<file path="src/rtl/mem_access_unit.sv">
// Byte-serial load/store engine for RV32I LB/LH/LW/LBU/LHU/SB/SH/SW over an 8-bit memory port.
// Multi-byte accesses walk base..base+N-1 one byte per cycle; loads are assembled little-endian.
module mem_access_unit (
   input  logic        clk,
   input  logic        reset,
   input  logic        start,
   input  logic        is_store,
   input  logic [2:0]  funct3,
   input  logic [31:0] base_address,
   input  logic [31:0] store_data,
   output logic [31:0] load_data,
   output logic        busy,
   output logic        done,
   output logic        error,
   output logic [31:0] mem_address,
   output logic [7:0]  mem_write_data,
   output logic        mem_write_enable,
   input  logic [7:0]  mem_read_data
);

   typedef enum logic [1:0] {
      S_IDLE   = 2'd0,
      S_ACCESS = 2'd1,
      S_DONE   = 2'd2
   } state_t;

   state_t          state_q, state_d;
   logic [1:0]      index_q, index_d;
   logic            store_q, store_d;
   logic [2:0]      funct3_q, funct3_d;
   logic [31:0]     base_q, base_d;
   logic [31:0]     wdata_q, wdata_d;
   logic [3:0][7:0] rbuf_q, rbuf_d;
   logic [31:0]     load_data_q, load_data_d;
   logic            busy_q, busy_d;
   logic            done_q, done_d;
   logic            error_q, error_d;
   logic [31:0]     mem_address_q, mem_address_d;
   logic [7:0]      mem_wdata_q, mem_wdata_d;
   logic            mem_we_q, mem_we_d;
   logic [1:0]      last_index;

   function automatic logic is_legal(input logic st, input logic [2:0] f3);
      logic ok;
      ok = 1'b0;
      case (f3)
         3'b000, 3'b001, 3'b010: ok = 1'b1;
         3'b100, 3'b101:         ok = ~st;
         default:                ok = 1'b0;
      endcase
      return ok;
   endfunction

   function automatic logic [31:0] extend(input logic [2:0] f3, input logic [31:0] w);
      logic [31:0] r;
      case (f3)
         3'b000:  r = {{24{w[7]}}, w[7:0]};
         3'b100:  r = {24'h000000, w[7:0]};
         3'b001:  r = {{16{w[15]}}, w[15:0]};
         3'b101:  r = {16'h0000, w[15:0]};
         default: r = w;
      endcase
      return r;
   endfunction

   // Index of the final byte for the captured width code (N-1).
   always_comb begin
      case (funct3_q[1:0])
         2'b01:   last_index = 2'd1;
         2'b10:   last_index = 2'd3;
         default: last_index = 2'd0;
      endcase
   end

   always_comb begin
      state_d     = state_q;
      index_d     = index_q;
      store_d     = store_q;
      funct3_d    = funct3_q;
      base_d      = base_q;
      wdata_d     = wdata_q;
      rbuf_d      = rbuf_q;
      load_data_d = load_data_q;
      error_d     = 1'b0;

      case (state_q)
         S_IDLE: begin
            if (start) begin
               store_d  = is_store;
               funct3_d = funct3;
               base_d   = base_address;
               wdata_d  = store_data;
               index_d  = 2'd0;
               if (is_legal(is_store, funct3)) begin
                  state_d = S_ACCESS;
               end else begin
                  state_d = S_DONE;
                  error_d = 1'b1;
               end
            end
         end
         S_ACCESS: begin
            if (!store_q) begin
               rbuf_d[index_q] = mem_read_data;
            end
            if (index_q == last_index) begin
               state_d = S_DONE;
               index_d = 2'd0;
               if (!store_q) begin
                  load_data_d = extend(funct3_q, rbuf_d);
               end
            end else begin
               index_d = index_q + 2'd1;
            end
         end
         S_DONE: begin
            state_d = S_IDLE;
            index_d = 2'd0;
         end
         default: begin
            state_d = S_IDLE;
            index_d = 2'd0;
         end
      endcase

      // Port outputs are registered, so they are decoded from the next state.
      busy_d = (state_d != S_IDLE);
      done_d = (state_d == S_DONE);
      if (state_d == S_ACCESS) begin
         mem_address_d = base_d + {30'd0, index_d};
         mem_we_d      = store_d;
         mem_wdata_d   = store_d ? wdata_d[8*index_d +: 8] : 8'h00;
      end else begin
         mem_address_d = 32'h0000_0000;
         mem_we_d      = 1'b0;
         mem_wdata_d   = 8'h00;
      end
   end

   always_ff @(posedge clk) begin
      if (reset) begin
         state_q       <= S_IDLE;
         index_q       <= 2'd0;
         store_q       <= 1'b0;
         funct3_q      <= 3'd0;
         base_q        <= 32'h0000_0000;
         wdata_q       <= 32'h0000_0000;
         rbuf_q        <= '0;
         load_data_q   <= 32'h0000_0000;
         busy_q        <= 1'b0;
         done_q        <= 1'b0;
         error_q       <= 1'b0;
         mem_address_q <= 32'h0000_0000;
         mem_wdata_q   <= 8'h00;
         mem_we_q      <= 1'b0;
      end else begin
         state_q       <= state_d;
         index_q       <= index_d;
         store_q       <= store_d;
         funct3_q      <= funct3_d;
         base_q        <= base_d;
         wdata_q       <= wdata_d;
         rbuf_q        <= rbuf_d;
         load_data_q   <= load_data_d;
         busy_q        <= busy_d;
         done_q        <= done_d;
         error_q       <= error_d;
         mem_address_q <= mem_address_d;
         mem_wdata_q   <= mem_wdata_d;
         mem_we_q      <= mem_we_d;
      end
   end

   assign load_data        = load_data_q;
   assign busy             = busy_q;
   assign done             = done_q;
   assign error            = error_q;
   assign mem_address      = mem_address_q;
   assign mem_write_data   = mem_wdata_q;
   assign mem_write_enable = mem_we_q;

endmodule
</file>
<file path="config.mk">
export PLATFORM = sky130hd
export DESIGN_NAME = mem_access_unit
export DESIGN_NICKNAME = d
export VERILOG_FILES = /design/src/rtl/mem_access_unit.sv
export SDC_FILE = /design/constraint.sdc
export NUM_CORES = 1
export LEC_CHECK = 0
export BUFFER_PORTS_ARGS = -buffer_cell sky130_fd_sc_hd__buf_2
export CAP_MARGIN = 20
export CORE_MARGIN = 2
export CORE_UTILIZATION = 60
export DETAILED_ROUTE_END_ITERATION = 8
export GPL_TIMING_DRIVEN = 0
export HOLD_SLACK_MARGIN = 0.06
export PLACE_DENSITY = 0.86
export SETUP_SLACK_MARGIN = 0.3
export SLEW_MARGIN = 20
export SYNTH_ARGS = -nofsm -noshare
export SYNTH_HDL_FRONTEND = slang
export SYNTH_SLANG_ARGS = --single-unit
</file>
<file path="constraint.sdc">
create_clock -name clk -period 8.7 [get_ports clk]
set_clock_uncertainty 0.1 [all_clocks]
set_input_delay 2.175 -clock clk [delete_from_list [all_inputs] [get_ports clk]]
set_output_delay 2.175 -clock clk [all_outputs]
set_load 0.02 [all_outputs]
</file>
# Yosys cells after proc, flatten, opt, wreduce, memory -nomap -nowiden
# Index checks and enable logic that the tools add are counted.
[op_classes]
addsub = 2
magnitude_cmp = 2
eq_ne = 13
shift = 1
mux = 23
bitwise = 6
reduce_logical = 12
[ops]
columns = ["cell", "n"]
rows = [
  ["32-bit two-way mux", 5],
  ["32-bit one-hot mux with 4 select lines", 1],
  ["32-bit by 2-bit adder with 32-bit output", 1],
  ["32-bit bitwise mux", 1],
  ["32-bit by 6-bit indexed part select with 8-bit output", 1],
  ["8-bit demux with 2-bit select", 1],
  ["3-bit == test, second input constant", 4],
  ["2-bit one-hot mux with 2 select lines", 3],
  ["2-bit two-way mux", 5],
  ["3-bit OR reduction", 3],
  ["8-bit two-way mux", 1],
  ["2-bit by 1-bit == test with 1-bit output, second input constant", 3],
  ["3-bit by 1-bit == test with 1-bit output, second input constant", 2],
  ["3-bit zero test", 2],
  ["1-bit NOT", 6],
  ["1-bit two-way mux", 5],
  ["2-bit == test, second input constant", 2],
  ["2-bit OR reduction", 2],
  ["3-bit by 2-bit == test with 1-bit output, second input constant", 1],
  ["2-bit by 3-bit less-than comparator with 1-bit output, second input constant", 1],
  ["3-bit AND reduction", 1],
  ["2-bit by 1-bit adder with 2-bit output, second input constant", 1],
  ["2-bit == test", 1],
  ["2-bit by 1-bit greater-or-equal comparator with 1-bit output, second input constant", 1],
  ["other kinds (5)", 5],
]
[word_totals]
reg_bits = 180
output_inout_bits = 76
elab_cells = 76

# Longest topological paths before layout
# Gate-level depths: netlist of run 1.
[depth]
ltp_word = 11
depth_mapped = 14

# Least setup slack after synthesis of run 1
# OpenSTA, ideal clock, no wires.
[synth_timing]
path_kind = "input port to flip-flop"
from = "input port start"
to = "register mem_address_q[20] (netlist: mem_address[20])"
setup_time_ns = 0.120
arrival_time_ns = 4.408
required_ns = 8.480
setup_slack_ns = 4.073
path_stages = 12
path_buffers = 4
cell_sequence = "or3b_1 buf_6 clkbuf_1 clkbuf_1 nand2_1 nand2_1 ha_1 fa_1 o21a_1 buf_4 a31oi_1 nor3b_2"
[synth_lines]
columns = ["item", "line", "source"]
rows = [
  ["start, declared", "6", "input logic start,"],
  ["32-bit two-way mux", "88", "if (start) begin"],
  ["32-bit two-way mux", "86", "case (state_q)"],
  ["named net base_d[0]", "31", "logic [31:0] base_q, base_d;"],
  ["32-bit by 2-bit adder with 32-bit output", "130", "mem_address_d = base_d + {30'd0, index_d};"],
  ["end signal, assigned", "168", "mem_address_q <= mem_address_d;"],
  ["end, declared", "38", "logic [31:0] mem_address_q, mem_address_d;"],
]
# The timed path passes the listed nets, and every way through them passes these cells.
# A chain may end at the register's enable or synchronous reset.

# Worst setup path in the final report of run 1
[layout_timing]
from = "input port start"
to = "register mem_address_q[19] (netlist: mem_address[19])"
# Same word-level chain as after synthesis.

==> metrics.log, run 1 <==
[metrics] wirelength, routed: 21770 um
[metrics] first-pass GRT wire length: 34000 um
[metrics] die height: 119.3 um
[metrics] CP Data Arrival Time: 5.42 ns
[metrics] clock insertion delay at the later pin of the skew report: 0.43 ns
[metrics] Post-synth top flop: dfxtp_1
[metrics] GPL Wtd Cong: 0.9307
[metrics] total global routing overflow: 0
[metrics] number of violations of the max-capacitance limit: 0
[metrics] Post-Route Hold Slack: 0.3547 ns
[metrics] design area: 9644 um^2
[metrics] number of cells in the finished layout apart from fillers: 1265
[metrics] # resized after CTS: 0
[metrics] average size of a mapped cell: 8.819 um^2
[metrics] global-route total usage across every layer: 0.3038
[metrics] die footprint: 14230 um^2
[metrics] 1st-pass router iterations: 6
[metrics] part of the cycle the worst path needs: 0.5946
[metrics] clock root buffer: clkbuf_16
[metrics] placement-stage cell area: 8959 um^2
[metrics] pin count of the biggest net entering global routing: 17
[metrics] Setup TNS: 0 ns
[metrics] Min Clock Period, post-route: 5.173 ns
[metrics] type of the worst setup path: primary input to flop
[metrics] Wirelength per Cell: 17.21 um
[metrics] fin. max-slew vios: 0
[metrics] Finished Core Util: 0.7370
[metrics] HP Class: flop to flop
[metrics] startpoint kind of the worst setup timing path: primary input
[metrics] layout overhead on the synthesized area: 20.97%
[metrics] sum of internal, switching and leakage power: 2.077 mW
[metrics] slack of the critical path: 3.527 ns
[metrics] number of distinct library cells after synthesis: 56
[metrics] Synth Register Bits: 180
[metrics] worst slack at placement: 3.201 ns
[metrics] reported leakage power: 4.110 nW
[metrics] upper clock frequency limit: 193.3 MHz
[metrics] clock-pin slew of the registers on the worst-case setup and hold paths: 0.06 ns
[metrics] clock tree from TritonCTS: built
[metrics] 1st-iter DRT viols: 808
[metrics] worst rel slew slack: 0.2895
[metrics] maximum count of clock buffers along a single path: 2
[metrics] post-CTS setup buffer count: 0
[metrics] # hold bufs at CTS: 0
[metrics] number of remaining DRC errors: 0
[metrics] sequential fraction of the synthesis area: 0.4520
[metrics] initial standard-cell utilization of the core: 0.6093
[metrics] IR drop worst, VDD: 141.4 uV
[metrics] total power per unit cell area: 215.3 nW/um^2
[metrics] outcome: finished, final reports clean
[metrics] number of failing hold endpoints at the final stage: 0
[metrics] placement row count: 42
[metrics] via density per instance: 5.923
[metrics] Antenna Diode Count: 0
[metrics] HPWL after detailed placement: 14970 um
[metrics] count of port buffers added during placement: 153
[metrics] horizontal extent of the die: 119.3 um
[metrics] Core Footprint: 13090 um^2
[metrics] total via count in the routed design: 7493
[metrics] CP max FO: 10
[metrics] vias in the first global route: 6861
[metrics] layout cells sized above 1: 0.2332
[metrics] total CTS buffers: 17
[metrics] number of warnings issued by yosys: 0
[metrics] final net count: 1165
[metrics] cell total after placement: 1233
[metrics] gate count of the mapped netlist: 904
[metrics] Setup Viol. Count Final: 0
[metrics] unrepaired setup endpoints after global routing: false
[metrics] post-synthesis instance area: 7973 um^2
[metrics] data required time at the worst endpoint: 8.94 ns
[metrics] type of destination of the critical path: flop
[metrics] net count after synthesis: 993
[metrics] # H-tree levels: 4
[metrics] number of enable flip-flop cells after synthesis: 0
[metrics] slew at the pin with the worst max-slew slack: 1.066 ns
[metrics] Antenna Nets Post-Route: 0
[metrics] initial antenna violation count: 2
[metrics] FFs w/ async S/R, synth: 0
[metrics] I/O pin count: 155
[metrics] # clock sinks: 180
-- metal layers --
| metal | global-route usage | share of wire | vias to the layer above |
|---|---|---|---|
| met5 | 0 | 0.00060 | - |
| met4 | 0.1525 | 0.033 | 2 |
| met3 | 0.07854 | 0.10 | 88 |
| met2 | 0.4738 | 0.46 | 462 |
| met1 | 0.3901 | 0.41 | 3429 |
| li1 | - | - | 3512 |
-- cells in the final DEF (no fill, tap or decap), types with 8 or more instances in the layout --
| master | count |
|---|---|
| nor3_1 | 13 |
| nor2b_1 | 13 |
| nand4_1 | 17 |
| mux2_2 | 22 |
| mux2i_1 | 65 |
| o22ai_1 | 9 |
| nand2_1 | 132 |
| inv_1 | 8 |
| buf_2 | 164 |
| a211oi_1 | 41 |
| a21oi_1 | 92 |
| nand3_1 | 26 |
| a31o_2 | 9 |
| dfxtp_1 | 180 |
| nor2_1 | 96 |
| ha_1 | 9 |
| clkbuf_1 | 39 |
| clkbuf_16 | 17 |
| nand2b_1 | 19 |
| and3_1 | 13 |
-- cell usage after synthesis, types with 2 or more instances --
master      n  area, um^2
buf_4       5       37.54
nand4_1    17       106.4
and2_1      5       31.28
o22ai_1     9       56.30
xor2_1      7       61.31
o211a_1     2       20.02
inv_1       8       30.03
nor3_2      2       20.02
dfxtp_1   180        3603
xnor2_1     4       35.03
nand2_1   132       495.5
o211ai_1    3       22.52
nand3_1    26       130.1
o21ai_0     6       30.03
a22oi_1     2       15.01
nor2b_1    13       81.33
or3_1       4       25.02
mux2i_1    65       650.6
a21oi_1    92       460.4
a31o_2      9       78.83
nor2_1     96       360.4
o21a_1      2       15.01
a211oi_1   41       307.8
buf_2      11       55.05
and3_1     13       81.33
nor3b_2     5       62.56
a211oi_2    2       25.02
ha_1        9       112.6
a31oi_1     6       37.54
nor3b_1     3       22.52
or4_1       2       15.01
nor3_1     13       65.06
clkbuf_1   38       142.6
nand2b_1   19       118.9
buf_6       4       45.04
a21o_1      5       37.54
buf_1       4       15.01
mux2_2     22       247.7
-- final timing paths --
kind                    start         endpoint  slack, ns  cells after the start
hold reg to reg   wdata_q[16]      wdata_q[16]       0.35                      2
setup reg to reg   state_q[1]  mem_address[19]       4.94                     14
setup / recovery        start  mem_address[19]       3.53                     14
hold / removal    wdata_q[16]      wdata_q[16]       0.35                      2
-- cell type report --
type	count	area, um^2
Tap cell	176	220.2
Sequential cell	180	3603
Buffer	62	295.3
Fill cell	956	3441
Clock inverter	14	256.5
Multi-Input combinational cell	654	4044
Timing Repair Buffer	153	765.7
Clock buffer	18	429.2
Inverter	8	30.03
-- state kept, by name, summed over array words and instances (netlist names) --
register	count
error	1
mem_write_data	8
index_q	2
done	1
load_data	32
funct3_q	3
rbuf_q	32
busy	1
state_q	2
mem_write_enable	1
store_q	1
wdata_q	32
mem_address	32
base_q	32
-- power breakdown --
part           internal, mW  switching, mW  total, mW
Sequential            0.873         0.0260      0.899
Combinational         0.105          0.184      0.289
Clock                 0.566          0.322      0.889
Total                  1.54          0.532       2.08
-- critical path, stage by stage --
cell     delay (ns)
buf_2          0.11
nor3b_2        0.46
buf_4          0.31
buf_4          0.23
buf_2          0.26
buf_2          0.28
nand2_1        0.10
nand2_1        0.07
ha_1           0.19
a21o_1         0.24
o21a_1         0.26
buf_2          0.33
a31oi_1        0.15
nor3b_2        0.24
-- kinds of logic (layout without fill, tap and decap cells) --
family                   Yosys count  count (layout)  share of synthesized area
AO/OA/AOI/OAI                    186             186                     0.1489
XOR/XNOR                          11              11                    0.01208
adder cells (fa/ha/maj)           10              10                    0.01664
buffers and inverters             70             255                    0.04080
flip-flops                       180             180                     0.4520
multiplexers                      88              88                     0.1146
AND/OR/NAND/NOR                  359             359                     0.2150
(Power assumes the default switching activity.)
==> inputs of run 2 (changes only) <==
--- a/config.mk
+++ b/config.mk
@@ -8,11 +8,11 @@
 export BUFFER_PORTS_ARGS = -buffer_cell sky130_fd_sc_hd__buf_2
 export CAP_MARGIN = 20
 export CORE_MARGIN = 2
-export CORE_UTILIZATION = 60
+export CORE_UTILIZATION = 50
 export DETAILED_ROUTE_END_ITERATION = 8
 export GPL_TIMING_DRIVEN = 0
 export HOLD_SLACK_MARGIN = 0.06
-export PLACE_DENSITY = 0.86
+export PLACE_DENSITY = 0.76
 export SETUP_SLACK_MARGIN = 0.3
 export SLEW_MARGIN = 20
 export SYNTH_ARGS = -nofsm -noshare
==> constraint.sdc (replaced) <==
create_clock -name clk -period 4.55 [get_ports clk]
set_clock_uncertainty 0.1 [all_clocks]
set_input_delay 1.1375 -clock clk [delete_from_list [all_inputs] [get_ports clk]]
set_output_delay 1.1375 -clock clk [all_outputs]
set_load 0.02 [all_outputs]
==> run 2 against run 1 <==
  * Setup slack lost 3.0 ns
  * Critical path depth is the same
  * Hold slack hardly changed
  * Cell count increased by 3.3%
  * Combinational power grew 89%
  * Global-route usage fell by 4.7 points
  * First-iteration DRC count fell by 39%
  * Sequential cell count unchanged
  * Clock power up 53%
  * Die area is 19% higher
  * Non-clock buffer count grew 1
  * Sequential share of layout area increased by 0.30 points
  * Critical path type unchanged
  * Largest power group unchanged
==> metrics.log, run 2 (synthesis results as in run 1) <==
[metrics] worst hold path cell count: 2
[metrics] Core Footprint: 15710 um^2
[metrics] cell total after placement: 1273
[metrics] vias in the first global route: 6771
[metrics] number of cells in the finished layout apart from fillers: 1307
[metrics] data required time at the worst endpoint: 4.79 ns
[metrics] number of cells on the critical path: 14
[metrics] most common library cell in the layout ignoring fill and taps: dfxtp_1
[metrics] CP Data Arrival Time: 4.31 ns
[metrics] layout cells sized above 1: 0.2321
[metrics] die height: 130.3 um
[metrics] GPL Wtd Cong: 0.9035
[metrics] post-CTS setup buffer count: 0
[metrics] number of remaining DRC errors: 0
[metrics] Wirelength per Cell: 16.47 um
[metrics] Min Clock Period, post-route: 4.066 ns
[metrics] wirelength, routed: 21530 um
[metrics] slew at the pin with the worst max-slew slack: 0.7955 ns
[metrics] IR drop worst, VDD: 277.4 uV
[metrics] fin. max-slew vios: 0
[metrics] sum of internal, switching and leakage power: 3.625 mW
[metrics] total via count in the routed design: 7196
[metrics] most frequent cells in the layout: dfxtp_1, buf_2, nand2_1
[metrics] CP max FO: 10
[metrics] reported leakage power: 4.038 nW
[metrics] first-pass GRT wire length: 34020 um
[metrics] # hold bufs at CTS: 0
[metrics] maximum count of clock buffers along a single path: 2
[metrics] part of the cycle the worst path needs: 0.8935
[metrics] clock root buffer: clkbuf_16
[metrics] total CTS buffers: 17
[metrics] register-to-register path setup slack: 0.83 ns
[metrics] # resized after CTS: 0
[metrics] global-route total usage across every layer: 0.2572
[metrics] worst rel slew slack: 0.4687
[metrics] Setup Viol. Count Final: 0
[metrics] Finished Core Util: 0.6089
[metrics] I/O pin count: 155
[metrics] horizontal extent of the die: 130.3 um
[metrics] placement row count: 46
[metrics] cells on worst reg2reg path: 12
[metrics] die footprint: 16970 um^2
[metrics] Antenna Nets Post-Route: 0
[metrics] initial antenna violation count: 1
[metrics] type of the worst setup path: primary input to flop
[metrics] CP Cell Sequence: buf_2 > nor3b_4 > buf_4 > buf_4 > buf_2 > buf_2 > nand2_1 > nand2_1 > ha_1 > fa_1 > o21a_1 > buf_4 > a21oi_1 > nor3_2
[metrics] number of violations of the max-capacitance limit: 0
[metrics] worst stage delay on the critical path: 0.36 ns
[metrics] count of port buffers added during placement: 153
[metrics] Worst Path Buf+Inv: 6
[metrics] clock insertion delay at the later pin of the skew report: 0.43 ns
[metrics] total global routing overflow: 0
[metrics] startpoint kind of the worst setup timing path: primary input
[metrics] outcome: finished, final reports clean
[metrics] Critical Path Slowest Stage Cell: nor3b_4
[metrics] HP Class: flop to flop
[metrics] # clock sinks: 180
[metrics] clock-pin slew of the registers on the worst-case setup and hold paths: 0.07 ns
[metrics] number of failing hold endpoints at the final stage: 0
[metrics] final net count: 1166
[metrics] pin count of the biggest net entering global routing: 17
[metrics] upper clock frequency limit: 246.0 MHz
[metrics] initial standard-cell utilization of the core: 0.5074
[metrics] 1st-iter DRT viols: 495
[metrics] via density per instance: 5.506
[metrics] kind of cell adding the most delay to the critical path: buffers and inverters
[metrics] type of destination of the critical path: flop
[metrics] HPWL after detailed placement: 15420 um
[metrics] 1st-pass router iterations: 5
[metrics] layout overhead on the synthesized area: 19.99%
[metrics] clock tree from TritonCTS: built
[metrics] unrepaired setup endpoints after global routing: false
[metrics] total power per unit cell area: 378.9 nW/um^2
[metrics] # H-tree levels: 4
-- run 2: cell types whose count changed in the layout (fill, tap and decap cells not counted), sizes merged --
cell	previous run	this run
bufinv	7	0
clkbuf	56	61
clkinvlp	3	5
clkinv	3	4
diode	0	1
-- run 2: area by class of cell --
class / count / area, um^2
clock inverter: 10 / 77.57
buffer: 62 / 295.3
multi-input combinational: 654 / 4050
clock buffer: 22 / 464.2
fill: 1452 / 6146
sequential: 180 / 3603
tap: 216 / 270.3
antenna: 1 / 2.502
timing repair buffer: 154 / 773.2
inverter: 8 / 30.03
-- run 2: worst paths after layout --
check                   start               to
hold reg to reg   wdata_q[20]      wdata_q[20]
setup reg to reg  funct3_q[0]  mem_address[18]
setup / recovery        start  mem_address[18]
hold / removal    wdata_q[20]      wdata_q[20]
-- run 2: through the flow --
| stage | setup slack [ns] | hold slack [ns] | TNS, ns | instance area [um^2] |
|---|---|---|---|---|
| final | 0.4844 | 0.3545 | 0 | 9567 |
| after global placement | -0.03933 | 0.3398 | -0.08569 | 9009 |
| after global routing | 0.3857 | 0.3742 | 0 | 9564 |
| after CTS | 0.4220 | 0.3553 | 0 | 9550 |
| after detailed placement | -0.04319 | 0.3452 | -0.09423 | 9009 |
| after floorplan | 0.9602 | 0.3329 | 0 | 7973 |
-- run 2: metal layers --
| layer | track usage | part of all wire | wire length, um | up-vias |
|---|---|---|---|---|
| met5 | 0 | 0 | 0 | - |
| met4 | 0.1088 | 0.030 | 654 | 0 |
| met3 | 0.05822 | 0.075 | 1623 | 52 |
| met2 | 0.4124 | 0.46 | 9904 | 303 |
| met1 | 0.3352 | 0.43 | 9346 | 3335 |
| li1 | - | - | - | 3506 |
-- run 2: worst reg2reg max path, stage by stage, from the launching register on --
cell and delay, ns:
dfxtp_1 0.36, inv_1 0.07, ha_1 0.20, xor2_1 0.22
a211oi_2 0.69, buf_2 0.44, inv_1 0.09, ha_1 0.22
fa_1 0.50, o21a_1 0.26, buf_4 0.22, a21oi_1 0.17
nor3_2 0.08
-- run 2: where the power goes --
| part | internal [mW] | total, mW | switching (mW) |
|---|---|---|---|
| registers | 1.67 | 1.72 | 0.0498 |
| logic | 0.202 | 0.547 | 0.345 |
| clock network | 0.730 | 1.36 | 0.629 |
| total | 2.60 | 3.62 | 1.02 |
==> inputs of run 3 (changes only) <==
--- a/config.mk
+++ b/config.mk
@@ -12,7 +12,7 @@
 export DETAILED_ROUTE_END_ITERATION = 8
 export GPL_TIMING_DRIVEN = 0
 export HOLD_SLACK_MARGIN = 0.06
-export PLACE_DENSITY = 0.76
+export PLACE_DENSITY_LB_ADDON = 0.3
 export SETUP_SLACK_MARGIN = 0.3
 export SLEW_MARGIN = 20
 export SYNTH_ARGS = -nofsm -noshare
==> run 3 against run 2 <==
  * Setup slack better by 0.050 ns
  * Clock-buffer cell count grew 1
  * Non-clock buffer count shrank 1
  * Wire length decreased by 0.35%
  * Cell count is 0.23% lower
  * Critical path depth stayed put
  * First-iteration DRC count rose by 20%
  * Sequential cell count unchanged
  * Final area increased by 0.42%
  * Global-route usage barely moved
  * Clock power grew 9%
  * Critical endpoint is now mem_address[26]
==> metrics.log, run 3 (synthesis results as in run 1) <==
[metrics] unrepaired setup endpoints after global routing: false
[metrics] total via count in the routed design: 7132
[metrics] Finished Core Util: 0.6114
[metrics] data required time at the worst endpoint: 4.80 ns
[metrics] type of destination of the critical path: flop
[metrics] type of the worst setup path: primary input to flop
[metrics] number of remaining DRC errors: 0
[metrics] net load switching power: 1.009 mW
[metrics] endpoint of the most critical register-to-register path: mem_address[26]
[metrics] internal portion of total power: 2.733 mW
[metrics] placement row count: 46
[metrics] final net count: 1165
[metrics] initial standard-cell utilization of the core: 0.5074
[metrics] worst reg2reg path startpoint: funct3_q[0]
[metrics] wirelength, routed: 21450 um
[metrics] cell total after placement: 1273
[metrics] total power per unit cell area: 389.5 nW/um^2
[metrics] clock-pin slew of the registers on the worst-case setup and hold paths: 0.07 ns
[metrics] pin count of the biggest net entering global routing: 17
[metrics] GPL Wtd Cong: 0.9201
[metrics] initial antenna violation count: 2
[metrics] Clock power frac: 0.395
[metrics] startpoint kind of the worst setup timing path: primary input
[metrics] total global routing overflow: 0
[metrics] first-pass GRT wire length: 33780 um
[metrics] HPWL after detailed placement: 15430 um
[metrics] via density per instance: 5.469
[metrics] clock tree from TritonCTS: built
[metrics] outcome: finished, final reports clean
[metrics] 1st-iter DRT viols: 596
[metrics] die height: 130.3 um
[metrics] sequential cell fraction of total power: 0.459
[metrics] layout overhead on the synthesized area: 20.50%
[metrics] count of port buffers added during placement: 153
[metrics] most common library cell in the layout ignoring fill and taps: dfxtp_1
[metrics] most frequent cells in the layout: dfxtp_1, buf_2, nand2_1
[metrics] fin. max-slew vios: 0
[metrics] HP Class: flop to flop
[metrics] # H-tree levels: 4
[metrics] part of the cycle the worst path needs: 0.8825
[metrics] number of violations of the max-capacitance limit: 0
[metrics] Setup Viol. Count Final: 0
[metrics] number of filler instances in the final layout: 1403
[metrics] Comb power frac: 0.147
[metrics] die footprint: 16970 um^2
[metrics] cells on worst reg2reg path: 12
[metrics] worst rel slew slack: 0.4750
[metrics] vias in the first global route: 6623
[metrics] post-CTS setup buffer count: 0
[metrics] total CTS buffers: 17
[metrics] register-to-register path setup slack: 0.81 ns
[metrics] upper clock frequency limit: 249.0 MHz
[metrics] CP max FO: 10
[metrics] Core Footprint: 15710 um^2
[metrics] number of failing hold endpoints at the final stage: 0
[metrics] maximum count of clock buffers along a single path: 2
[metrics] global-route total usage across every layer: 0.2569
[metrics] reported leakage power: 4.066 nW
[metrics] Wirelength per Cell: 16.45 um
[metrics] switching share of total power: 0.2697
[metrics] I/O pin count: 155
[metrics] # clock sinks: 180
[metrics] 1st-pass router iterations: 5
[metrics] capturing element of the worst setup path: mem_address[26]
[metrics] clock root buffer: clkbuf_16
[metrics] Antenna Nets Post-Route: 0
[metrics] Critical Path Source: start
[metrics] IR drop worst, VDD: 285.5 uV
[metrics] horizontal extent of the die: 130.3 um
[metrics] CP Data Arrival Time: 4.27 ns
[metrics] slew at the pin with the worst max-slew slack: 0.7860 ns
[metrics] Min Clock Period, post-route: 4.015 ns
[metrics] sum of internal, switching and leakage power: 3.742 mW
[metrics] clock insertion delay at the later pin of the skew report: 0.44 ns
[metrics] Setup TNS: 0 ns
[metrics] layout cells sized above 1: 0.2318
[metrics] number of cells in the finished layout apart from fillers: 1304
[run 3: cell count changes in the layout (fill, tap and decap cells not counted), sizes merged]
cell,change
bufinv,+2
clkinv,-2
clkinvlp,-3
[run 3: critical path, stage by stage]
cell     delay, ns
buf_2         0.11
nor3b_4       0.34
buf_4         0.28
buf_4         0.23
buf_2         0.27
buf_2         0.31
nand2_1       0.11
nand2_1       0.08
ha_1          0.18
fa_1          0.33
o21a_1        0.33
buf_4         0.24
a31oi_1       0.11
nor3b_2       0.22
[run 3: how the worst min path moves through the flow]
stage                     start     endpoint  slack (ns)  cells past startpoint
CTS                 wdata_q[20]  wdata_q[20]        0.35                      2
finish              wdata_q[20]  wdata_q[20]        0.35                      2
global placement      rbuf_q[8]    rbuf_q[8]        0.34                      2
floorplan           wdata_q[16]  wdata_q[16]        0.33                      2
global route        wdata_q[20]  wdata_q[20]        0.37                      2
detailed placement  wdata_q[20]  wdata_q[20]        0.34                      2
[run 3: final cells by class]
type	count	area, um^2	area share
Sequential cell	180	3603	0.3751
Clock buffer	23	488.0	0.05079
Tap cell	216	270.3	0.02813
Clock inverter	7	97.59	0.01016
Inverter	8	30.03	0.003126
Antenna cell	1	2.502	0.0002605
Buffer	62	295.3	0.03074
Timing Repair Buffer	153	765.7	0.07971
Multi-Input combinational cell	654	4054	0.4220
[run 3: layer usage]
layer | vias to the layer above | global-route usage | share of wire
li1 | 3513 | - | -
met1 | 3320 | 0.3463 | 0.46
met2 | 261 | 0.4108 | 0.45
met3 | 36 | 0.05248 | 0.070
met4 | 2 | 0.09171 | 0.018
met5 | - | 0 | 0.00061
[run 3: power groups by stage]
stage	registers [mW]	clock network [mW]	logic, mW
2_1_floorplan	1.78	0	0.325
3_3_place_gp	1.75	0	0.533
4_1_cts	1.72	1.48	0.543
5_1_grt	1.73	1.55	0.603
3_5_place_dp	1.75	0	0.540
6_report	1.72	1.48	0.549
[run 3: per-stage QoR]
step / worst slack (ns) / cell area, um^2 / hold WS, ns
floorplan: 0.9602 / 7973 / 0.3329
global placement: 0.008237 / 9009 / 0.3397
detailed placement: 0.03216 / 9009 / 0.3428
CTS: 0.4913 / 9594 / 0.3523
global route: 0.3576 / 9604 / 0.3726
finish: 0.5346 / 9607 / 0.3537
[run 3: timing repair]
| action | CTS | global route |
|---|---|---|
| hold buffers | 0 | 0 |
| resized for setup | 0 | 1 |
| setup endpoints to repair | 0 | 10 |
